## config.mk

```make
export PLATFORM = sky130hd
export DESIGN_NAME = load_store_unit
export DESIGN_NICKNAME = d
export VERILOG_FILES = /design/src/rtl/load_store_unit.sv
export SDC_FILE = /design/constraint.sdc
export NUM_CORES = 1
export LEC_CHECK = 0
export CAP_MARGIN = 20
export CORE_UTILIZATION = 48
export CTS_BUF_LIST = sky130_fd_sc_hd__clkbuf_4 sky130_fd_sc_hd__clkbuf_8
export CTS_CLUSTER_SIZE = 25
export DETAILED_ROUTE_END_ITERATION = 8
export HOLD_SLACK_MARGIN = 0.06
export PLACE_DENSITY_LB_ADDON = 0.1
export SYNTH_ARGS = -nofsm -noshare
export SYNTH_HDL_FRONTEND = slang
export SYNTH_SLANG_ARGS = --single-unit
```

## constraint.sdc

```tcl
create_clock -name clk -period 3 [get_ports clk]
set_clock_uncertainty 0.2 [all_clocks]
set_input_delay 0.6 -clock clk [delete_from_list [all_inputs] [get_ports clk]]
set_output_delay 0.6 -clock clk [all_outputs]
set_load 0.03 [all_outputs]
```

## src/rtl/load_store_unit.sv

```systemverilog
// Load/store unit: aligns CPU byte/half/word/doubleword accesses onto a
// doubleword-wide data memory, using read-modify-write for sub-doubleword stores.
module load_store_unit #(
  parameter int XLEN = 64
) (
  input  logic            clk,
  input  logic            rst,
  input  logic            req_valid,
  output logic            req_ready,
  input  logic            req_store,
  input  logic [1:0]      req_size,
  input  logic            req_unsigned,
  input  logic [XLEN-1:0] req_addr,
  input  logic [XLEN-1:0] req_wdata,
  output logic            resp_valid,
  input  logic            resp_ready,
  output logic [XLEN-1:0] resp_rdata,
  output logic            resp_misaligned,
  output logic [XLEN-1:0] mem_address,
  output logic [XLEN-1:0] mem_write_data,
  output logic            mem_write_en,
  output logic            mem_read_en,
  input  logic [XLEN-1:0] mem_read_data
);

  typedef enum logic [1:0] {IDLE, READ, WRITE, RESP} state_t;

  state_t          state, next_state;
  logic            store_q, uns_q, mis_q;
  logic [1:0]      size_q;
  logic [XLEN-1:0] addr_q, wdata_q, data_q;
  logic            accept, req_mis;
  logic [2:0]      off;
  logic [5:0]      bit_off;
  logic [7:0]      size_mask, lane_mask;
  logic [XLEN-1:0] wdata_sh, merged, load_sh, load_ext;

  always_comb begin
    unique case (req_size)
      2'd0:    req_mis = 1'b0;
      2'd1:    req_mis = req_addr[0];
      2'd2:    req_mis = |req_addr[1:0];
      default: req_mis = |req_addr[2:0];
    endcase
  end

  assign accept = req_valid && req_ready;

  // NOTE: sequential state uses non-blocking assignments so every register
  // samples pre-edge values regardless of process evaluation order.
  always_ff @(posedge clk) begin
    if (rst) state <= IDLE;
    else     state <= next_state;
  end

  // NOTE: every output of this block gets a default first so no path leaves
  // a signal unassigned and no latch is inferred.
  always_comb begin
    next_state   = state;
    req_ready    = 1'b0;
    resp_valid   = 1'b0;
    mem_read_en  = 1'b0;
    mem_write_en = 1'b0;
    unique case (state)
      IDLE: begin
        req_ready = 1'b1;
        if (req_valid) begin
          if (req_mis)                 next_state = RESP;
          else if (!req_store)         next_state = READ;
          else if (req_size == 2'b11)  next_state = WRITE;
          else                         next_state = READ;
        end
      end
      READ: begin
        mem_read_en = 1'b1;
        next_state  = store_q ? WRITE : RESP;
      end
      WRITE: begin
        mem_write_en = 1'b1;
        next_state   = RESP;
      end
      RESP: begin
        resp_valid = 1'b1;
        if (resp_ready) next_state = IDLE;
      end
      default: next_state = IDLE;
    endcase
    // Reset overrides combinationally so a write in flight is squashed this cycle.
    if (rst) begin
      next_state   = IDLE;
      req_ready    = 1'b0;
      resp_valid   = 1'b0;
      mem_read_en  = 1'b0;
      mem_write_en = 1'b0;
    end
  end

  // NOTE: datapath registers are reset as well, so the address bus and
  // captured data never carry stale values out of reset.
  always_ff @(posedge clk) begin
    if (rst) begin
      store_q <= 1'b0;
      uns_q   <= 1'b0;
      mis_q   <= 1'b0;
      size_q  <= 2'b00;
      addr_q  <= '0;
      wdata_q <= '0;
      data_q  <= '0;
    end else begin
      if (accept) begin
        store_q <= req_store;
        uns_q   <= req_unsigned;
        mis_q   <= req_mis;
        size_q  <= req_size;
        addr_q  <= req_addr;
        wdata_q <= req_wdata;
      end
      if (state == READ) data_q <= mem_read_data;
    end
  end

  assign off     = addr_q[2:0];
  assign bit_off = {off, 3'b000};

  always_comb begin
    unique case (size_q)
      2'd0:    size_mask = 8'h01;
      2'd1:    size_mask = 8'h03;
      2'd2:    size_mask = 8'h0F;
      default: size_mask = 8'hFF;
    endcase
  end

  assign lane_mask = size_mask << off;
  assign wdata_sh  = wdata_q << bit_off;

  // A doubleword store has every lane selected, so it never depends on data_q.
  always_comb begin
    merged = data_q;
    for (int k = 0; k < 8; k++) begin
      if (lane_mask[k]) merged[8*k +: 8] = wdata_sh[8*k +: 8];
    end
  end

  assign load_sh = data_q >> bit_off;

  always_comb begin
    unique case (size_q)
      2'd0:    load_ext = {{(XLEN-8){!uns_q && load_sh[7]}},   load_sh[7:0]};
      2'd1:    load_ext = {{(XLEN-16){!uns_q && load_sh[15]}}, load_sh[15:0]};
      2'd2:    load_ext = {{(XLEN-32){!uns_q && load_sh[31]}}, load_sh[31:0]};
      default: load_ext = load_sh;
    endcase
  end

  assign mem_address     = rst ? '0 : {addr_q[XLEN-1:3], 3'b000};
  assign mem_write_data  = mem_write_en ? merged : '0;
  assign resp_rdata      = (resp_valid && !store_q && !mis_q) ? load_ext : '0;
  assign resp_misaligned = resp_valid && mis_q;

endmodule

```

==> results of run 1 <==
[repair_timing]
action | CTS | global route
pin swaps | 31 | 69
cloned | 9 | 7
endpoints found under the hold margin | 0 | 0
resized for setup | 206 | 181
setup buffers | 28 | 37
endpoints found under the setup margin | 127 | 121
[placed cells by master, fill, tap and decap left out, drive strengths merged, types with 66 or more instances in the layout]
cell,synthesis,final
buf,58,323
nand3b,66,66
dfxtp,199,199
mux2i,148,148
nor2,215,215
mux2,99,99
a21oi,108,108
nand2,198,198
nor2b,73,73
clkdlybuf4s50,0,260
[worst paths after layout]
path	startpoint	end	slack, ns	cells past startpoint
hold / removal	wdata_q[59]	wdata_q[59]	0.29	2
setup reg to reg	state[1]	data_q[37]	0.50	6
hold reg to reg	wdata_q[59]	wdata_q[59]	0.29	2
setup / recovery	addr_q[0]	mem_write_data[11]	-0.50	10
[state kept, by name, summed over array words and instances (netlist names)]
register	flops
data_q	64
mis_q	1
size_q	2
store_q	1
addr_q	64
state	2
wdata_q	64
uns_q	1
[final cells by class]
class	instances	area, µm²	area share
inverter	16	60.1	0.00291
multi-input combinational	1120	9140	0.442
timing repair buffer	594	6590	0.319
clock buffer	17	234	0.0113
antenna	1	2.50	0.000121
tap	324	405	0.0196
clock inverter	15	240	0.0116
sequential	199	4000	0.193
[cells by family after synthesis]
family / share of synthesized area
AOI/OAI and AO/OA: 0.138
adders and majority gates: 0.00517
muxes: 0.252
and+or+nand+nor: 0.224
buffers and inverters: 0.0512
other: 0.000310
DFF: 0.329
[layer usage]
layer	vias to the layer above	routed length, µm	share of wire	global-route usage
li1	6054	-	-	-
met1	6619	21100	0.36	0.495
met2	1132	26600	0.45	0.657
met3	321	6410	0.11	0.0881
met4	0	4790	0.081	0.247
met5	-	0	0	0
[where the power goes]
part | switching (µW) | internal [µW]
logic | 4070 | 3370
registers | 714 | 3180
clock network | 1380 | 734
[worst max-delay path, cell delays in order, from the launching register on]
cell      delay (ns)
dfxtp_4         0.42
buf_6           0.11
buf_8           0.12
buf_12          0.13
buf_8           0.12
buf_16          0.13
mux2i_2         0.55
buf_4           0.21
a211oi_1        0.08
buf_4           0.17
buf_4           0.16
[through the flow]
stage | std cells | area [µm²]
floorplan | 1466 | 12400
global placement | 2173 | 17500
detailed placement | 2173 | 17500
CTS | 2242 | 19300
global route | 2286 | 20700
finish | 2286 | 20700
==> Flow_metrics.wiki, run 1 <==
{| class="wikitable"
! Metric !! Value
|-
| Result of the run || finished, violations left
|-
| Failing checks || setup timing
|-
| Startpoint kind of the worst setup timing path || register
|-
| Final wirelength || between 50000 and 60000 µm
|-
| Count of distinct cell types in the synthesized netlist || between 40 and 50
|-
| Length of the first detailed-routing pass in iterations || 6
|-
| Overall die width || around 160 µm
|-
| Yosys warning count || 0
|-
| Type of the worst setup path || register to primary output
|-
| Total count of hold-check failures in the final report || 0
|-
| Setup violators final || approximately 130
|-
| Top cells by area, synth || dfxtp_1, mux2i_1, mux2_2
|-
| Final routed DRC violation total || 0
|-
| RSZ-0062 raised after global routing || true
|-
| Maximum number of pins on one net before global-route repair || 69
|-
| Sequential-to-total area share from yosys stat || 0.329
|-
| Number of rows in the core area || between 50 and 60
|-
| Clock root buffer || clkbuf_8
|-
| Via count of the first global-routing pass || 13000
|-
| Maximum net fanout on the critical path || 9
|-
| Post-Route Setup TNS || -41.42 ns
|-
| Slew HR || 0.513
|-
| # IOs || ~400
|-
| Area of the die || 25900 µm²
|-
| Drt first-iter violations || 1766
|-
| Remaining number of nets flagged by the antenna check after routing || 0
|-
| WL per Instance || between 20 and 30 µm
|-
| Power density over the cells || 651 nW/µm²
|-
| CP Capture Type || primary output
|-
| Global placer's final weighted congestion || 1.02
|-
| Clock-pin slew on the worst setup and hold paths || 0.14 ns
|-
| Path class of the lowest-slack min-delay path || register to register
|-
| Via count of the routed design || between 10000 and 15000
|-
| WP data required || 2.20 ns
|-
| Post-route clock period utilization || 1.17
|-
| Proportion of netlist area held by the largest area contributor || 0.329
|-
| Synthesis-to-layout area growth || 70.8%
|-
| Layout cell share with drive strength beyond 1 || 0.376
|-
| Starting utilization of the core area || 0.493
|-
| Wire length of the first global-routing pass || between 70000 and 80000 µm
|-
| Number of clock buffers inserted by TritonCTS || 17
|-
| Number of synthesized flops with an enable pin || 0
|-
| Period minus WS final || 3.50 ns
|-
| Maximum buffer depth of the clock tree || 2
|-
| Most frequent cells after synthesis || nor2_1, dfxtp_1, nand2_1, mux2i_1, a21oi_1
|-
| Vertical extent of the die || 161 µm
|-
| Skew-Pair Late Insertion Delay || roughly 0.51 ns
|-
| Largest area contributor in the synthesized netlist || dfxtp_1
|-
| # hold bufs at CTS || 0
|-
| Slew of the pin with the lowest slew margin || 0.729 ns
|-
| Number of nets in the layout || 2153
|-
| Netlist area before placement || 12100 µm²
|-
| GRT Residual Overflow || 0
|-
| Worst Setup Slack, final || -0.499 ns
|-
| Detailed placer's ending HPWL || 38500 µm
|-
| Average cell area after synthesis || 8.27 µm²
|-
| Count of fill cells added during filler insertion || 1453
|-
| Count of buffers from port buffering || 393
|-
| Core Footprint || roughly 25000 µm²
|-
| Overall Global Routing Usage || 0.406
|-
| WHS || 0.293 ns
|-
| Arrival time at the worst endpoint || 2.70 ns
|-
| CTS sink cnt || just under 200
|-
| Clock tree from TritonCTS || yes
|-
| Cells after Synth || 1464
|-
| Count of pins over their slew limit || 0
|-
| Reported max-cap violation count || 0
|-
| Post-synth ARST share || 0
|-
| Leak || 0.00812 µW
|-
| VDD IR-drop max || around 0.64 mV
|-
| Most instantiated flip-flop cell in the synthesis netlist || dfxtp_1
|-
| Antenna violations before repair || 1
|-
| Final Util || 0.842
|-
| Synthesis-stage register bit count || about 200
|-
| Worst slack after detailed placement || -0.0912 ns
|-
| Fmax || 286 MHz
|-
| Final total power || 13500 µW
|-
| Via-to-Cell Ratio || 6.18
|-
| H-tree levels || 4
|-
| Library cell with the highest instance count after synthesis || nor2_1
|}
Note: power is estimated with default switching activity, not from simulation.
==> run 2: changes to the inputs <==
--- a/config.mk
+++ b/config.mk
@@ -15,3 +15,4 @@
 export SYNTH_ARGS = -nofsm -noshare
 export SYNTH_HDL_FRONTEND = slang
 export SYNTH_SLANG_ARGS = --single-unit
+export TNS_END_PERCENT = 10
==> run 2 against run 1 <==
Die area stayed put. Wire length is 12% lower. Critical path depth is 2 lower. Power is 11% lower. Cell area is 9.6% lower. Sequential share of layout area is 2.0 points higher. Clock power is 6% lower. Combinational power is 17% lower. Register-to-register slack better by 0.13 ns. Hold slack worse by 0.10 ns. The run still ends with setup timing left. Fmax is 0.12% lower. Critical path type unchanged. Non-clock buffer count is 9 lower.
==> Flow_metrics.wiki, run 2 (same netlist as run 1, synthesis figures left out) <==
{| class="wikitable"
! Metric !! Value
|-
| Critical path launch point || addr_q[1]
|-
| Path class of the lowest-slack min-delay path || input port to register
|-
| Failing checks || setup timing
|-
| Drt first-iter violations || 1581 (-10%)
|-
| Total instance count after detailed placement || 2227 (+2.5%)
|-
| Reported max-cap violation count || 0 (unchanged)
|-
| Detailed placer's ending HPWL || 38200 µm (-0.91%)
|-
| Leading registers by flop count || addr_q: 64 flops, data_q: 64 flops, wdata_q: 64 flops
|-
| Core Footprint || 24500 µm² (unchanged)
|-
| Reg2Reg Capture Point || data_q[55]
|-
| VDD IR-drop max || 0.927 mV (+45%)
|-
| Antenna violations before repair || 2 (+1)
|-
| WP data required || 2.20 ns (about the same)
|-
| # IOs || 397 (unchanged)
|-
| Clock root buffer || clkbuf_8
|-
| Most frequent cells in the layout || clkdlybuf4s50_1, buf_4, nor2_1
|-
| Worst slack after detailed placement || -0.331 ns (-0.239 ns)
|-
| Number of rows in the core area || 57 (unchanged)
|-
| Post-layout instance area || 18700 µm² (-9.6%)
|-
| Total count of hold-check failures in the final report || 0 (unchanged)
|-
| Fmax || 285 MHz (-0.12%)
|-
| Series of cell instances along the critical path || buf_4, bufbuf_16, mux2i_1, and2_1, a211oi_1, a21oi_1, a211oi_1, buf_4
|-
| R2R cell count || 6 (unchanged)
|-
| Slew of the pin with the lowest slew margin || 1.15 ns (+0.423 ns)
|-
| Layout cell share with drive strength beyond 1 || 0.293 (-0.0833)
|-
| Arrival time at the worst endpoint || 2.70 ns (about the same)
|-
| GRT Residual Overflow || 0 (unchanged)
|-
| Clock tree from TritonCTS || yes
|-
| RSZ-0062 raised after global routing || true
|-
| Via count of the first global-routing pass || 12800 (-1.6%)
|-
| Most frequent standard cell in the layout excluding fill and tap cells || clkdlybuf4s50_1
|-
| Period minus WS final || 3.50 ns (+0.00423 ns)
|-
| Global placer's final weighted congestion || 0.987 (-3.1%)
|-
| Post-route clock period utilization || 1.17 (+0.00141)
|-
| Wire length of the first global-routing pass || 76200 µm (-4.4%)
|-
| Maximum number of pins on one net before global-route repair || 66 (-4.3%)
|-
| Worst Setup Slack, final || -0.503 ns (-0.00423 ns)
|-
| Vertical extent of the die || 161 µm (unchanged)
|-
| R2r setup slk || 0.63 ns (+0.13 ns)
|-
| Area after DPL || 17600 µm² (+0.49%)
|-
| H-tree levels || 4 (unchanged)
|-
| Number of clock buffers inserted by TritonCTS || 17 (unchanged)
|-
| Via count of the routed design || 13300 (-5.7%)
|-
| Synthesis-to-layout area growth || 54.4%
|-
| Final Util || 0.762 (-0.0808)
|-
| Starting utilization of the core area || 0.493 (unchanged)
|-
| Leak || 0.00774 µW (-4.7%)
|-
| Area of the die || 25900 µm² (unchanged)
|-
| Start point of the worst hold path || rst
|-
| Maximum net fanout on the critical path || 16 (+7)
|-
| Maximum buffer depth of the clock tree || 2 (unchanged)
|-
| Final wirelength || 51600 µm (-12%)
|-
| WL per Instance || 22.6 µm (-12%)
|-
| Final routed DRC violation total || 0 (unchanged)
|-
| Count of pins over their slew limit || 0 (unchanged)
|-
| Non-filler instance count after layout || 2278 (-0.35%)
|-
| Overall die width || 161 µm (unchanged)
|-
| Remaining number of nets flagged by the antenna check after routing || 0 (unchanged)
|-
| Worst setup endpoint || mem_write_data[49]
|-
| Via-to-Cell Ratio || 5.85 (-5.3%)
|-
| Overall Global Routing Usage || 0.386 (-0.0207)
|-
| Number of nets in the layout || 2144 (-0.42%)
|-
| Clock-pin slew on the worst setup and hold paths || 0.14 ns (about the same)
|-
| Type of the worst setup path || register to primary output
|-
| Skew-Pair Late Insertion Delay || 0.49 ns (-0.02 ns)
|-
| Setup violators final || 123 (-3.1%)
|-
| CP Capture Type || primary output
|-
| Slew HR || 0.232 (-0.281)
|-
| Count of buffers from port buffering || 393 (unchanged)
|-
| Result of the run || finished, violations left
|-
| Reg2reg start || state[1]
|-
| Length of the first detailed-routing pass in iterations || 6 (unchanged)
|-
| Power density over the cells || 637 nW/µm² (-2.0%)
|-
| CTS sink cnt || 199 (unchanged)
|-
| Delay of the slowest cell on the worst path || 0.45 ns (-0.10 ns)
|-
| Slowest library cell on the worst path || dfxtp_4
|-
| Startpoint kind of the worst setup timing path || register
|}
==> run 2: changes by cell type in the layout (fill, tap and decap cells not counted), moves of 18 or more <==
| cell | previous run | this run |
|---|---|---|
| buf_4 | 179 | 250 |
| a21oi_1 | 37 | 83 |
| buf_6 | 59 | 22 |
| nor2_1 | 170 | 203 |
| a21oi_2 | 52 | 25 |
| a211oi_1 | 11 | 37 |
| mux2i_1 | 116 | 140 |
| buf_12 | 69 | 47 |
| a21oi_4 | 19 | 0 |
| nor2_2 | 29 | 11 |
==> run 2: how the worst min path moves through the flow <==
stage | to | slack (ns) | depth (start not counted)
3_3_place_gp | wdata_q[58] | 0.26 | 2
6_report | state[1] | 0.19 | 3
4_1_cts | state[1] | 0.17 | 3
3_5_place_dp | wdata_q[60] | 0.26 | 2
2_1_floorplan | wdata_q[63] | 0.24 | 2
5_1_grt | state[1] | 0.18 | 3
==> run 2: routing by layer <==
metal	routed length [µm]	GRT usage	vias to the layer above
li1	-	-	6034
met4	2850	0.193	0
met5	0	0	-
met1	19600	0.473	6204
met3	5010	0.0777	201
met2	24200	0.643	888
==> run 2: per-stage QoR <==
step           setup TNS [ns]  power (µW)  hold WS, ns
6_report               -40.57       11900        0.191
5_1_grt                -49.86       12400        0.181
4_1_cts                -33.84       11600        0.171
3_5_place_dp            -7.19        9390        0.264
3_3_place_gp            -5.43        9320        0.260
2_1_floorplan           -3.73        6940        0.245
==> run 2: where the power goes <==
part	internal, µW	switching, µW	total [µW]
clock network	694	1290	1990
logic	2810	3330	6140
registers	3180	600	3780
==> run 2: repair_timing <==
| action | 4_1_cts | 5_1_grt |
|---|---|---|
| hold buffers | 0 | 0 |
| cloned | 3 | 4 |
| gates resized for setup | 188 | 67 |
| buffers inserted | 1 | 9 |
| endpoints found under the setup margin | 128 | 129 |
| pin swaps | 10 | 11 |
==> run 2: cell type report <==
type                    count  area [µm²]
clock inverters            15         220
inverters                  16        60.1
well taps                 324         405
clock buffers              17         234
diodes                      2        5.00
multi-input cells        1120        7960
flip-flops and latches    199        4000
fillers                  1819        5850
repair buffers            585        5810
==> run 2: critical path, delay by kind of cell (launching register included) <==
family / cells / cell delay, ns
compound gates: 3 / 0.66
buf+inv: 3 / 0.75
flops: 1 / 0.45
mux: 1 / 0.14
simple gates: 1 / 0.18
==> run 3: changes to the inputs <==
--- a/config.mk
+++ b/config.mk
@@ -12,6 +12,7 @@
 export DETAILED_ROUTE_END_ITERATION = 8
 export HOLD_SLACK_MARGIN = 0.06
 export PLACE_DENSITY_LB_ADDON = 0.1
+export RECOVER_POWER = 100
 export SYNTH_ARGS = -nofsm -noshare
 export SYNTH_HDL_FRONTEND = slang
 export SYNTH_SLANG_ARGS = --single-unit
==> run 3 against run 2 <==
The run still ends with setup timing left. Die area did not move. Clock power hardly changed. Largest cell class unchanged. Critical path type unchanged. Wire length about the same. Combinational power shrank 1%. Fmax shrank 0.13%. Global-route usage unchanged. Sequential power is essentially flat. Highest routed layer unchanged. Cell area decreased by 0.74%. Final cell count did not move. Largest power group unchanged. Setup slack got worse by 0.0046 ns. Critical endpoint unchanged. Sequential cell count is the same.
==> Flow_metrics.wiki, run 3 (same netlist as run 1, synthesis figures left out) <==
{| class="wikitable"
! Metric !! Value
|-
| Result of the run || finished, violations left
|-
| Failing checks || setup timing
|-
| Detailed placer's ending HPWL || 38200 µm (unchanged)
|-
| Clock tree from TritonCTS || yes
|-
| Global placer's final weighted congestion || 0.987 (unchanged)
|-
| Arrival time at the worst endpoint || 2.71 ns (about the same)
|-
| RSZ-0062 raised after global routing || true
|-
| Starting utilization of the core area || 0.493 (unchanged)
|-
| Type of the worst setup path || register to primary output
|-
| Period minus WS final || 3.51 ns (+0.00460 ns)
|-
| Vertical extent of the die || 161 µm (unchanged)
|-
| Critical path launch point || addr_q[1]
|-
| Remaining number of nets flagged by the antenna check after routing || 0 (unchanged)
|-
| WL per Instance || 22.7 µm (about the same)
|-
| Startpoint kind of the worst setup timing path || register
|-
| Slew of the pin with the lowest slew margin || 1.28 ns (+0.124 ns)
|-
| Slew HR || 0.150 (-0.0825)
|-
| R2r setup slk || 0.19 ns (-0.44 ns)
|-
| # IOs || 397 (unchanged)
|-
| Met3 wirelength from detailed routing || 4860 µm (-3.0%)
|-
| Leading registers by flop count || addr_q: 64 flops, data_q: 64 flops, wdata_q: 64 flops
|-
| VDD IR-drop max || 0.833 mV (-10%)
|-
| Maximum net fanout on the critical path || 16 (unchanged)
|-
| Overall Global Routing Usage || 0.386 (unchanged)
|-
| # hold bufs at CTS || 0 (unchanged)
|-
| Hold Crit Depth || 3 (unchanged)
|-
| Reg2reg start || state[0]
|-
| Length of the first detailed-routing pass in iterations || 8 (+2)
|-
| GRT Residual Overflow || 0 (unchanged)
|-
| Count of buffers from port buffering || 393 (unchanged)
|-
| Leak || 0.00774 µW (about the same)
|-
| Maximum number of pins on one net before global-route repair || 66 (unchanged)
|-
| CTS sink cnt || 199 (unchanged)
|-
| Overall die width || 161 µm (unchanged)
|-
| Area of the die || 25900 µm² (unchanged)
|-
| Most frequent standard cell in the layout excluding fill and tap cells || buf_4
|-
| WP data required || 2.20 ns (about the same)
|-
| Antenna violations before repair || 2 (unchanged)
|-
| Layout cell share with drive strength beyond 1 || 0.288 (-0.00512)
|-
| Clock-pin slew on the worst setup and hold paths || 0.15 ns (about the same)
|-
| Post-Route Setup TNS || -47.88 ns (-7.31 ns)
|-
| CP Capture Type || primary output
|-
| Number of nets in the layout || 2144 (unchanged)
|-
| H-tree levels || 4 (unchanged)
|-
| Reported max-cap violation count || 0 (unchanged)
|-
| Final routed DRC violation total || 0 (unchanged)
|-
| Maximum buffer depth of the clock tree || 2 (unchanged)
|-
| Post-route clock period utilization || 1.17 (+0.00153)
|-
| Drt first-iter violations || 1482 (-6.3%)
|-
| Path class of the lowest-slack min-delay path || input port to register
|-
| Fmax || 285 MHz (-0.13%)
|-
| Number of clock buffers inserted by TritonCTS || 17 (unchanged)
|-
| Met2 Routed Length || 24200 µm (about the same)
|-
| Via-to-Cell Ratio || 5.82 (-0.46%)
|-
| Most frequent cells in the layout || buf_4, clkdlybuf4s50_1, nor2_1
|-
| Via count of the routed design || 13300 (-0.46%)
|-
| Via count of the first global-routing pass || 12800 (unchanged)
|-
| Core Footprint || 24500 µm² (unchanged)
|-
| Uppermost layer routed || met4
|-
| Final wirelength || 51600 µm (about the same)
|-
| DRT met1 WL || 19600 µm (+0.16%)
|-
| Number of rows in the core area || 57 (unchanged)
|-
| Synthesis-to-layout area growth || 53.3%
|-
| R2R cell count || 9 (+3)
|-
| Worst Setup Slack, final || -0.507 ns (-0.00460 ns)
|-
| Worst setup endpoint || mem_write_data[49]
|-
| Setup violators final || 161 (+31%)
|-
| Total count of hold-check failures in the final report || 0 (unchanged)
|-
| Area after DPL || 17600 µm² (unchanged)
|-
| Reg2Reg Capture Point || wdata_q[12]
|-
| Post-layout instance area || 18500 µm² (-0.74%)
|-
| Count of fill cells added during filler insertion || 1841 (+1.2%)
|-
| Clock root buffer || clkbuf_8
|-
| Count of pins over their slew limit || 0 (unchanged)
|-
| Wire length of the first global-routing pass || 76200 µm (unchanged)
|-
| Power density over the cells || 638 nW/µm² (about the same)
|-
| Skew-Pair Late Insertion Delay || 0.50 ns (about the same)
|}
## run 3: power breakdown
part           leakage (µW)  switching (µW)  internal (µW)  total, µW
combinational       0.00588            3320           2740       6060
clock              0.000223            1300            694       1990
sequential          0.00163             599           3180       3780
total               0.00774            5220           6610      11800
## run 3: final cells by class
class                   count  area, µm²  share of cell area
multi-input cells        1120       7930               0.428
flip-flops and latches    199       4000               0.215
repair buffers            585       5700               0.307
clock inverters            15        220              0.0119
clock buffers              17        234              0.0126
diodes                      2       5.00            0.000270
well taps                 324        405              0.0219
inverters                  16       60.1             0.00324
## run 3: worst min-delay path by stage
stage / slack (ns) / endpoint / from
after floorplan: 0.24 / wdata_q[63] / wdata_q[63]
after global placement: 0.26 / wdata_q[58] / wdata_q[58]
after detailed placement: 0.26 / wdata_q[60] / wdata_q[60]
after CTS: 0.17 / state[1] / rst
after global routing: 0.18 / state[1] / rst
final: 0.19 / state[1] / rst
## run 3: timing repair
action                                  CTS  global route
gates cloned                              3             4
setup buffers                             1             9
resized for setup                       188            67
endpoints found under the setup margin  128           129
pin swaps                                10            11
## run 3: metal layers
layer	vias to the layer above	track usage
met3	197	0.0777
li1	6033	-
met1	6199	0.473
met5	-	0
met4	0	0.193
met2	837	0.643
## run 3: stage by stage
step                      utilization  setup WS (ns)  total power [µW]  cells  hold slack, ns
final                           0.756         -0.507             11800   2278           0.190
after floorplan                     -         -0.252              6940   1466           0.245
after CTS                       0.747         -0.428             11600   2263           0.171
after global routing            0.756         -0.571             12300   2278           0.181
after detailed placement        0.719         -0.331              9390   2227           0.264
after global placement          0.719         -0.249              9320   2227           0.260
## run 3: worst max-delay path, cell delays in order, from the launching register on
cell and delay, ns:
dfxtp_4 0.45, buf_4 0.20, bufbuf_16 0.33, mux2i_1 0.14
and2_1 0.18, a211oi_1 0.22, a21oi_1 0.13, a211oi_1 0.31
buf_4 0.22
